**config.mk**
```make
export PLATFORM = sky130hd
export DESIGN_NAME = pass_request_ctrl
export DESIGN_NICKNAME = d
export VERILOG_FILES = /design/src/rtl/pass_request_ctrl.sv
export SDC_FILE = /design/constraint.sdc
export NUM_CORES = 1
export LEC_CHECK = 0
export CAP_MARGIN = 20
export CORE_ASPECT_RATIO = 0.8
export CORE_UTILIZATION = 50
export DETAILED_ROUTE_END_ITERATION = 7
export HOLD_SLACK_MARGIN = 0.1
export PLACE_DENSITY = 0.82
export RECOVER_POWER = 100
export REMOVE_ABC_BUFFERS = 1
export SYNTH_ARGS = -nofsm -noshare
export SYNTH_HDL_FRONTEND = slang
export SYNTH_SLANG_ARGS = --single-unit
export TNS_END_PERCENT = 10
```
**constraint.sdc**
```tcl
create_clock -name clk -period 3.5 [get_ports clk]
set_input_delay 0.35 -clock clk [delete_from_list [all_inputs] [get_ports clk]]
set_output_delay 0.35 -clock clk [all_outputs]
set_load 0.05 [all_outputs]
```
**src/rtl/pass_request_ctrl.sv**
```systemverilog
// Pedestrian/vehicle pass-request controller: debounces a presence sensor and requests green from the light FSM.
// Optional statistics (err flag, grant counter) are enabled by defining PASS_STATS_EN.
module pass_request_ctrl #(
  parameter int unsigned DEB_CYCLES = 4,
  parameter int unsigned MIN_RED    = 32,
  parameter int unsigned CONFIRM_TO = 16,
  parameter int unsigned COOLDOWN   = 64
) (
  input  logic       clk,
  input  logic       rst,
  input  logic       sensor,
  input  logic       R,
  input  logic       G,
  input  logic       Y,
  output logic       pass,
  output logic       busy,
  output logic       err,
  output logic [7:0] grant_cnt
);

  localparam int unsigned DEB_W   = 8;
  localparam int unsigned TMR_W   = 10;
  localparam int unsigned GRANT_W = 8;

  typedef enum logic [2:0] {
    ST_IDLE,
    ST_WAIT_ELIG,
    ST_ISSUE,
    ST_CONFIRM,
    ST_COOLDOWN
  } state_t;

  state_t             state_q, state_d;
  logic [1:0]         sync_q;
  logic               sensor_s;
  logic [DEB_W-1:0]   deb_cnt_q;
  logic               deb_q;
  logic               deb_flip_c, deb_rise_c;
  logic [TMR_W-1:0]   red_dwell_q;
  logic [TMR_W-1:0]   tmr_q, tmr_d;
  logic               latch_q, latch_clr_c;
  logic               multi_c, green_c, red_short_c, eligible_c, timeout_c;

  // Two-flop synchronizer for the asynchronous contact
  always_ff @(posedge clk or negedge rst) begin
    if (!rst) sync_q <= 2'b00;
    else      sync_q <= {sync_q[0], sensor};
  end
  assign sensor_s = sync_q[1];

  // Level flips after DEB_CYCLES consecutive differing samples; any matching sample restarts the count
  assign deb_flip_c = (sensor_s != deb_q) && (deb_cnt_q == DEB_W'(DEB_CYCLES - 1));
  assign deb_rise_c = deb_flip_c && sensor_s;

  always_ff @(posedge clk or negedge rst) begin
    if (!rst) begin
      deb_q     <= 1'b0;
      deb_cnt_q <= '0;
    end else if (sensor_s == deb_q) begin
      deb_cnt_q <= '0;
    end else if (deb_flip_c) begin
      deb_q     <= sensor_s;
      deb_cnt_q <= '0;
    end else begin
      deb_cnt_q <= deb_cnt_q + DEB_W'(1);
    end
  end

  // Red dwell: saturating count of consecutive R-high cycles
  always_ff @(posedge clk or negedge rst) begin
    if (!rst)                   red_dwell_q <= '0;
    else if (!R)                red_dwell_q <= '0;
    else if (red_dwell_q != '1) red_dwell_q <= red_dwell_q + TMR_W'(1);
  end

  // Illegal light combinations count as neither green nor eligible
  assign multi_c     = (R & G) | (R & Y) | (G & Y);
  assign green_c     = G & ~multi_c;
  assign red_short_c = R && (red_dwell_q < TMR_W'(MIN_RED));
  assign eligible_c  = ~multi_c & ~G & ~red_short_c;
  // A G rise in the last confirm cycle wins over the timeout
  assign timeout_c   = (state_q == ST_CONFIRM) && !green_c &&
                       (tmr_q == TMR_W'(CONFIRM_TO - 1));

  // Single-entry request latch; a new edge coinciding with a clear is kept
  always_ff @(posedge clk or negedge rst) begin
    if (!rst) latch_q <= 1'b0;
    else      latch_q <= deb_rise_c | (latch_q & ~latch_clr_c);
  end

  always_comb begin
    state_d     = state_q;
    tmr_d       = '0;
    latch_clr_c = 1'b0;
    case (state_q)
      ST_IDLE: begin
        if (latch_q) state_d = ST_WAIT_ELIG;
      end
      ST_WAIT_ELIG: begin
        if (green_c) begin
          latch_clr_c = 1'b1;
          state_d     = ST_IDLE;
        end else if (eligible_c) begin
          latch_clr_c = 1'b1;
          state_d     = ST_ISSUE;
        end
      end
      ST_ISSUE: begin
        state_d = ST_CONFIRM;
      end
      ST_CONFIRM: begin
        if (green_c || timeout_c) state_d = ST_COOLDOWN;
        else                      tmr_d   = tmr_q + TMR_W'(1);
      end
      ST_COOLDOWN: begin
        if (tmr_q == TMR_W'(COOLDOWN - 1)) state_d = ST_IDLE;
        else                                tmr_d   = tmr_q + TMR_W'(1);
      end
      default: begin
        state_d = ST_IDLE;
      end
    endcase
  end

  // pass/busy are registered copies of the next state, so they track the state exactly
  always_ff @(posedge clk or negedge rst) begin
    if (!rst) begin
      state_q <= ST_IDLE;
      tmr_q   <= '0;
      pass    <= 1'b0;
      busy    <= 1'b0;
    end else begin
      state_q <= state_d;
      tmr_q   <= tmr_d;
      pass    <= (state_d == ST_ISSUE);
      busy    <= (state_d != ST_IDLE);
    end
  end

`ifdef PASS_STATS_EN
  always_ff @(posedge clk or negedge rst) begin
    if (!rst) begin
      err       <= 1'b0;
      grant_cnt <= '0;
    end else begin
      if (timeout_c) err <= 1'b1;
      if ((state_d == ST_ISSUE) && (grant_cnt != '1)) grant_cnt <= grant_cnt + GRANT_W'(1);
    end
  end
`else
  assign err       = 1'b0;
  assign grant_cnt = '0;
`endif

endmodule

```
==> out/results.txt, run 1 <==
Sequential fraction of the synthesis area: 50.1%
Pre-Repair DR Iteration Count: 4
Postcts setup bufs: 0
HP Start: sync_q[0]$_DFF_PN0_
Synthesized area per cell: 10.1 um^2
Worst-Margin Slew: 1.88 ns
Die X: 70.0 um
Crit path DAT: 2.23 ns
Post-synth EDFFs: 0
Peak supply drop: 0.264 mV
Status: finished, violations left
Commonest non-fill, non-tap cell in the layout: dfrtp_1
CP Depth: 2
Synth Register Bits: 37
Critical path's slowest cell: clkbuf_1
WL/cell: 13.2 um
WHS: 0.358 ns
Pwr/cell area: 575 nW/um^2
Delay-heaviest family, CP: buffers and inverters
Final Hold Violating Endpoints: 0
Ys flop type: dfrtp_1
Async S/R FF share, synth: 100%
Post-route ant nets: 0
Max Buffers Root-to-Sink: 2
IO Pins: 17
Relative slew margins: -25.4%
Critical Path Source Type: input port
Largest net degree at the start of global routing: 38
Crit path largest cell delay: 1.34 ns
Hold-fix buffers, CTS: 0
Synth cell types: 42
Iter 0 DRT Violations: 64
Initial antenna violation count: 0
Crit Path Class: input port to asynchronous set/reset pin
Vias: 1,310
Starting Density: 53.2%
Die area: 3940 um^2
GR Util met3: 4.67%
Wirelength, routed: 3170 um
Final period util: 63.0%
Req. time, crit path: 3.53 ns
Ant. Diodes: 0
# nets final: 206
Syn Inst Count: 183
FMAX: 454 MHz
Clk slew on worst S/H paths: 0.07 ns
Via/cell ratio: 5.46
Busiest grt layer: met1
Vias in the first global route: 1,170
Worst min path class: flip-flop to flip-flop
PostCTS Resize Cnt: 0
Max Cap Viol: 1
Congestion Overflow GR: 0
Crit path from: rst
Gpl congestion: 0.879
Final TNS setup: 0 ns
GR Util met1: 26.0%
WP buf/inv: 2
Row count: 19
Worst r2r dst: busy$_DFF_PN0_
Synthesis Warnings: 0
Worst-path fanout max: 37
R2R Setup Slk: 1.47 ns
Final min period: 2.20 ns
First-pass GRT wire length: 5520 um
Most frequent cells in the layout: dfrtp_1, nor2_1, nand3_1
Pins Over Slew Limit: 38
Cell Area, Synth: 1850 um^2
Layout cells sized above 1: 5.56%
DP HPWL: 2250 um
Fill count: 295
GRT Overall Usage: 17.9%
Htree depth: 2
Worst reg2reg path startpoint: tmr_q[6]$_DFF_PN0_
Worst Setup EP: tmr_q[5]$_DFF_PN0_
Worst path cell trace: dlygate4sd3_1, clkbuf_1
CTS tree: done
Setup violations, final: 0
Worst skew pair latency: 0.28 ns
Number of buffers created by CTS: 5
Largest area contributor in the netlist: dfrtp_1
Failing checks: capacitance limit, slew limit
Clk sinks: 37
Core area: 3470 um^2
Share of the synthesized area in the top cell type: 50.1%
DRC Markers: 0
Crit. End Element: asynchronous set/reset pin
Area growth, synth to finish: 9.82%
Final Skew: 0.00807 ns
Vert. Die Dim: 56.4 um
Synth top area cells: dfrtp_1, nor2_1, xnor2_1
Root Buffer: clkbuf_8
Number of I/O port buffers: 7
Unrepaired setup endpoints after global routing: no
Worst Reg2Reg Path Length in Cells: 4
Met2 usage: 25.5%
Leakage dissipation: 0.000875 uW
## synthesized netlist by cell type, drive strengths merged (2+ instances only)
library cell  count
a21oi             6
a31oi             3
and3              5
buf               9
dfrtp            37
ha                3
inv               3
mux2i             3
nand2             8
nand2b            3
nand3            12
nand4             3
nor2             31
nor3              8
nor3b             4
o21ai             5
o31ai             2
or3b              2
or4               2
xnor2             9
xor2              8
## flip-flops by register name, indices dropped and copies added (netlist names)
name	cells
busy	1
deb_cnt_q	8
deb_q	1
pass	1
latch_q	1
sync_q	2
tmr_q	10
state_q	3
red_dwell_q	10
## area by class of cell
class | instances | area (um^2) | share of cell area [%]
clock buffers | 7 | 86.3 | 4.25
clock inverters | 1 | 30.0 | 1.48
inverters | 3 | 11.3 | 0.555
multi-input cells | 142 | 850 | 41.9
flip-flops and latches | 37 | 926 | 45.6
well taps | 42 | 52.6 | 2.59
repair buffers | 8 | 73.8 | 3.64
## layer usage
| layer | part of all wire [%] | up-vias | routed length (um) |
|---|---|---|---|
| met3 | 4.0 | 5 | 127 |
| met2 | 42 | 30 | 1340 |
| met5 | 0 | - | 0 |
| met1 | 52 | 626 | 1650 |
| li1 | - | 649 | - |
| met4 | 1.5 | 0 | 46 |
## cells by family (layout without fill, tap and decap cells)
family                     count (synthesis)  after routing  synth area share (%)
DFF                                       37             37                  50.1
other                                      1              9                 0.203
muxes                                      4              4                  2.23
AOI/OAI and AO/OA                         23             23                  9.21
xor gates and xnor gates                  17             17                  8.06
adders and majority gates                  4              4                  2.57
and+or+nand+nor                           85             85                  23.4
buffers and inverters                     12             19                  4.27
## how the worst min path moves through the flow
stage	endpoint	slack, ns	depth (start not counted)
2_1_floorplan	busy$_DFF_PN0_	0.05	0
3_3_place_gp	sync_q[1]$_DFF_PN0_	0.35	0
3_5_place_dp	sync_q[1]$_DFF_PN0_	0.34	0
4_1_cts	sync_q[1]$_DFF_PN0_	0.36	0
5_1_grt	sync_q[1]$_DFF_PN0_	0.37	0
6_report	sync_q[1]$_DFF_PN0_	0.36	0
## report_power, final
part,switching [uW],internal [uW],total (uW)
Sequential,55.6,484,540
Combinational,160,93.4,253
Clock,142,232,374
## metrics by stage
step	area, um^2	power [uW]	std cells	util, %	setup slack (ns)
detailed placement	1940	808	232	55.9	1.40
finish	2030	1170	240	58.5	1.30
global placement	1940	797	232	55.9	1.48
floorplan	1810	728	182	-	1.70
CTS	2060	1190	240	59.3	1.59
global route	2030	1220	240	58.5	0.896
Note: power is estimated with default switching activity, not from simulation.
==> run 2, diff against run 1 <==
==> constraint.sdc (replaced) <==
create_clock -name clk -period 2.25 [get_ports clk]
set_input_delay 0.225 -clock clk [delete_from_list [all_inputs] [get_ports clk]]
set_output_delay 0.225 -clock clk [all_outputs]
set_load 0.05 [all_outputs]
==> run 2 against run 1 <==
Non-clock buffer count grew 2. Power grew 45%. Hold slack gained 0.0010 ns. Combinational power grew 57%. Sequential share of layout area grew 0.34 points. Global-route usage grew 0.72 points. Critical path type is now flip-flop to flip-flop. Die area is the same. Clock power grew 21%. Sequential power grew 55%. Register-to-register slack lost 1.2 ns. Sequential cell count is the same. The run now ends clean.
==> out/results.txt, run 2 (synthesis results as in run 1) <==
# nets final: 208 (+0.97%)
Pwr/cell area: 838 nW/um^2 (+46%)
Peak supply drop: 0.325 mV (+23%)
Congestion Overflow GR: 0 (unchanged)
Crit. End Element: flip-flop
Worst min path class: flip-flop to flip-flop
Most frequent cells in the layout: dfrtp_1, nor2_1, nand3_1
Final period util: 88.0%
Critical Path Source Type: flip-flop
Unrepaired setup endpoints after global routing: no
First-pass GRT wire length: 5660 um (+2.5%)
Number of I/O port buffers: 7 (unchanged)
Fill count: 314 (+6.4%)
GRT Overall Usage: 18.6% (+0.72 points)
PostCTS Resize Cnt: 0 (unchanged)
Max Buffers Root-to-Sink: 2 (unchanged)
Row count: 19 (unchanged)
Number of buffers created by CTS: 5 (unchanged)
Area of the multi-input gates: 856 um^2 (+0.74%)
Crit path largest cell delay: 0.55 ns (-0.79 ns)
Critical path's slowest cell: or4_1
Pins Over Slew Limit: 0 (-100%)
Finished layout cell area: 2010 um^2 (-0.74%)
Crit Path Class: flip-flop to flip-flop
Layout cells sized above 1: 7.00% (+1.4 points)
R2R Setup Slk: 0.27 ns (-1.20 ns)
Gpl congestion: 0.842 (-4.2%)
Vias in the first global route: 1,250 (+6.8%)
Post-route ant nets: 0 (unchanged)
WHS: 0.359 ns (+0.00103 ns)
Clk sinks: 37 (unchanged)
Worst-path fanout max: 5 (-86%)
Final min period: 1.98 ns
Postcts setup bufs: 0 (unchanged)
Initial antenna violation count: 0 (unchanged)
Die X: 70.0 um (unchanged)
Final Hold Violating Endpoints: 0 (unchanged)
Via/cell ratio: 5.57 (+2.1%)
DP HPWL: 2250 um (about the same)
Req. time, crit path: 2.43 ns (-1.10 ns)
Final Skew: 0.00688 ns (-0.00119 ns)
Wirelength, routed: 3270 um (+3.1%)
Max Cap Viol: 0 (-1)
Vias: 1,348 (+2.9%)
Root Buffer: clkbuf_8
Starting Density: 53.2% (unchanged)
Iter 0 DRT Violations: 116 (+81%)
Worst-Margin Slew: 0.880 ns (-1.00 ns)
Area growth, synth to finish: 9.00%
Crit path DAT: 2.16 ns (-0.07 ns)
HP Start: sync_q[0]$_DFF_PN0_
Setup violations, final: 0 (unchanged)
Worst path cell trace: or4_1, o31ai_1, o21ai_2, or3b_1
CTS tree: done
Ant. Diodes: 0 (unchanged)
Final TNS setup: 0 ns (unchanged)
IO Pins: 17 (unchanged)
Largest regs: red_dwell_q (10), tmr_q (10), deb_cnt_q (8)
WL/cell: 13.5 um (+2.3%)
Core area: 3470 um^2 (unchanged)
Leakage dissipation: 0.000875 uW (about the same)
Largest net degree at the start of global routing: 38 (unchanged)
Clk slew on worst S/H paths: 0.07 ns (about the same)
FMAX: 505 MHz
Sequential cell area: 926 um^2 (unchanged)
Die area: 3940 um^2 (unchanged)
Placed Area: 1960 um^2 (+0.77%)
Worst reg2reg path startpoint: tmr_q[6]$_DFF_PN0_
Pre-Repair DR Iteration Count: 4 (unchanged)
Relative slew margins: 41.3% (+67 points)
Htree depth: 2 (unchanged)
Worst skew pair latency: 0.30 ns (+0.02 ns)
Commonest non-fill, non-tap cell in the layout: dfrtp_1
DRC Markers: 0 (unchanged)
Hold-fix buffers, CTS: 0 (unchanged)
Crit path from: tmr_q[6]$_DFF_PN0_
Vert. Die Dim: 56.4 um (unchanged)
Status: finished clean
==> run 2: cell types whose count changed in the layout (fill, tap and decap cells not counted) <==
cell       delta
buf_4         +1
o21ai_0       -1
o2bb2ai_1     -1
o2bb2ai_2     +1
clkinv_2      +2
clkbuf_2      +1
or4_4         -1
bufinv_16     -1
clkbuf_8      -1
or4_1         +1
o21ai_2       +1
==> run 2: path summary, 6_finish.rpt <==
| check | cells past startpoint | end |
|---|---|---|
| worst min-delay path | 0 | sync_q[1]$_DFF_PN0_ |
| worst min register to register | 0 | sync_q[1]$_DFF_PN0_ |
| min in group asynchronous | 2 | deb_cnt_q[2]$_DFF_PN0_ |
| worst max register to register | 4 | busy$_DFF_PN0_ |
| worst max-delay path | 4 | busy$_DFF_PN0_ |
| max in group asynchronous | 2 | tmr_q[7]$_DFF_PN0_ |
==> run 2: per-stage QoR <==
step | cells | power, uW | worst slack (ns) | util [%]
after global routing | 242 | 1770 | 0.156 | 58.0
after CTS | 242 | 1710 | 0.396 | 58.7
final | 242 | 1690 | 0.270 | 58.0
after detailed placement | 234 | 1250 | 0.377 | 56.3
after global placement | 234 | 1240 | 0.415 | 56.3
after floorplan | 182 | 1130 | 0.453 | -
==> run 2: worst max-delay path, delay by kind of cell (launching register included) <==
kind               cells  cell delay (ns)
and+or+nand+nor        2             0.92
DFF                    1             0.42
AOI/OAI and AO/OA      2             0.52
==> run 2: metal layers <==
layer  GRT usage [%]  wire (um)
met1            25.3       1580
met2            27.9       1470
met3            4.31        152
met5               0          0
met4            9.43         65
==> run 2: final cells by class <==
type                            count  share of cell area, %
Clock buffer                        6                   3.60
Clock inverter                      2                  0.497
Inverter                            3                  0.559
Multi-Input combinational cell    142                   42.5
Sequential cell                    37                   46.0
Tap cell                           42                   2.61
Timing Repair Buffer               10                   4.29
==> run 2: power breakdown <==
part           switching (uW)  internal [uW]
sequential               83.7            753
clock                     238            215
combinational             244            154
total                     566           1120
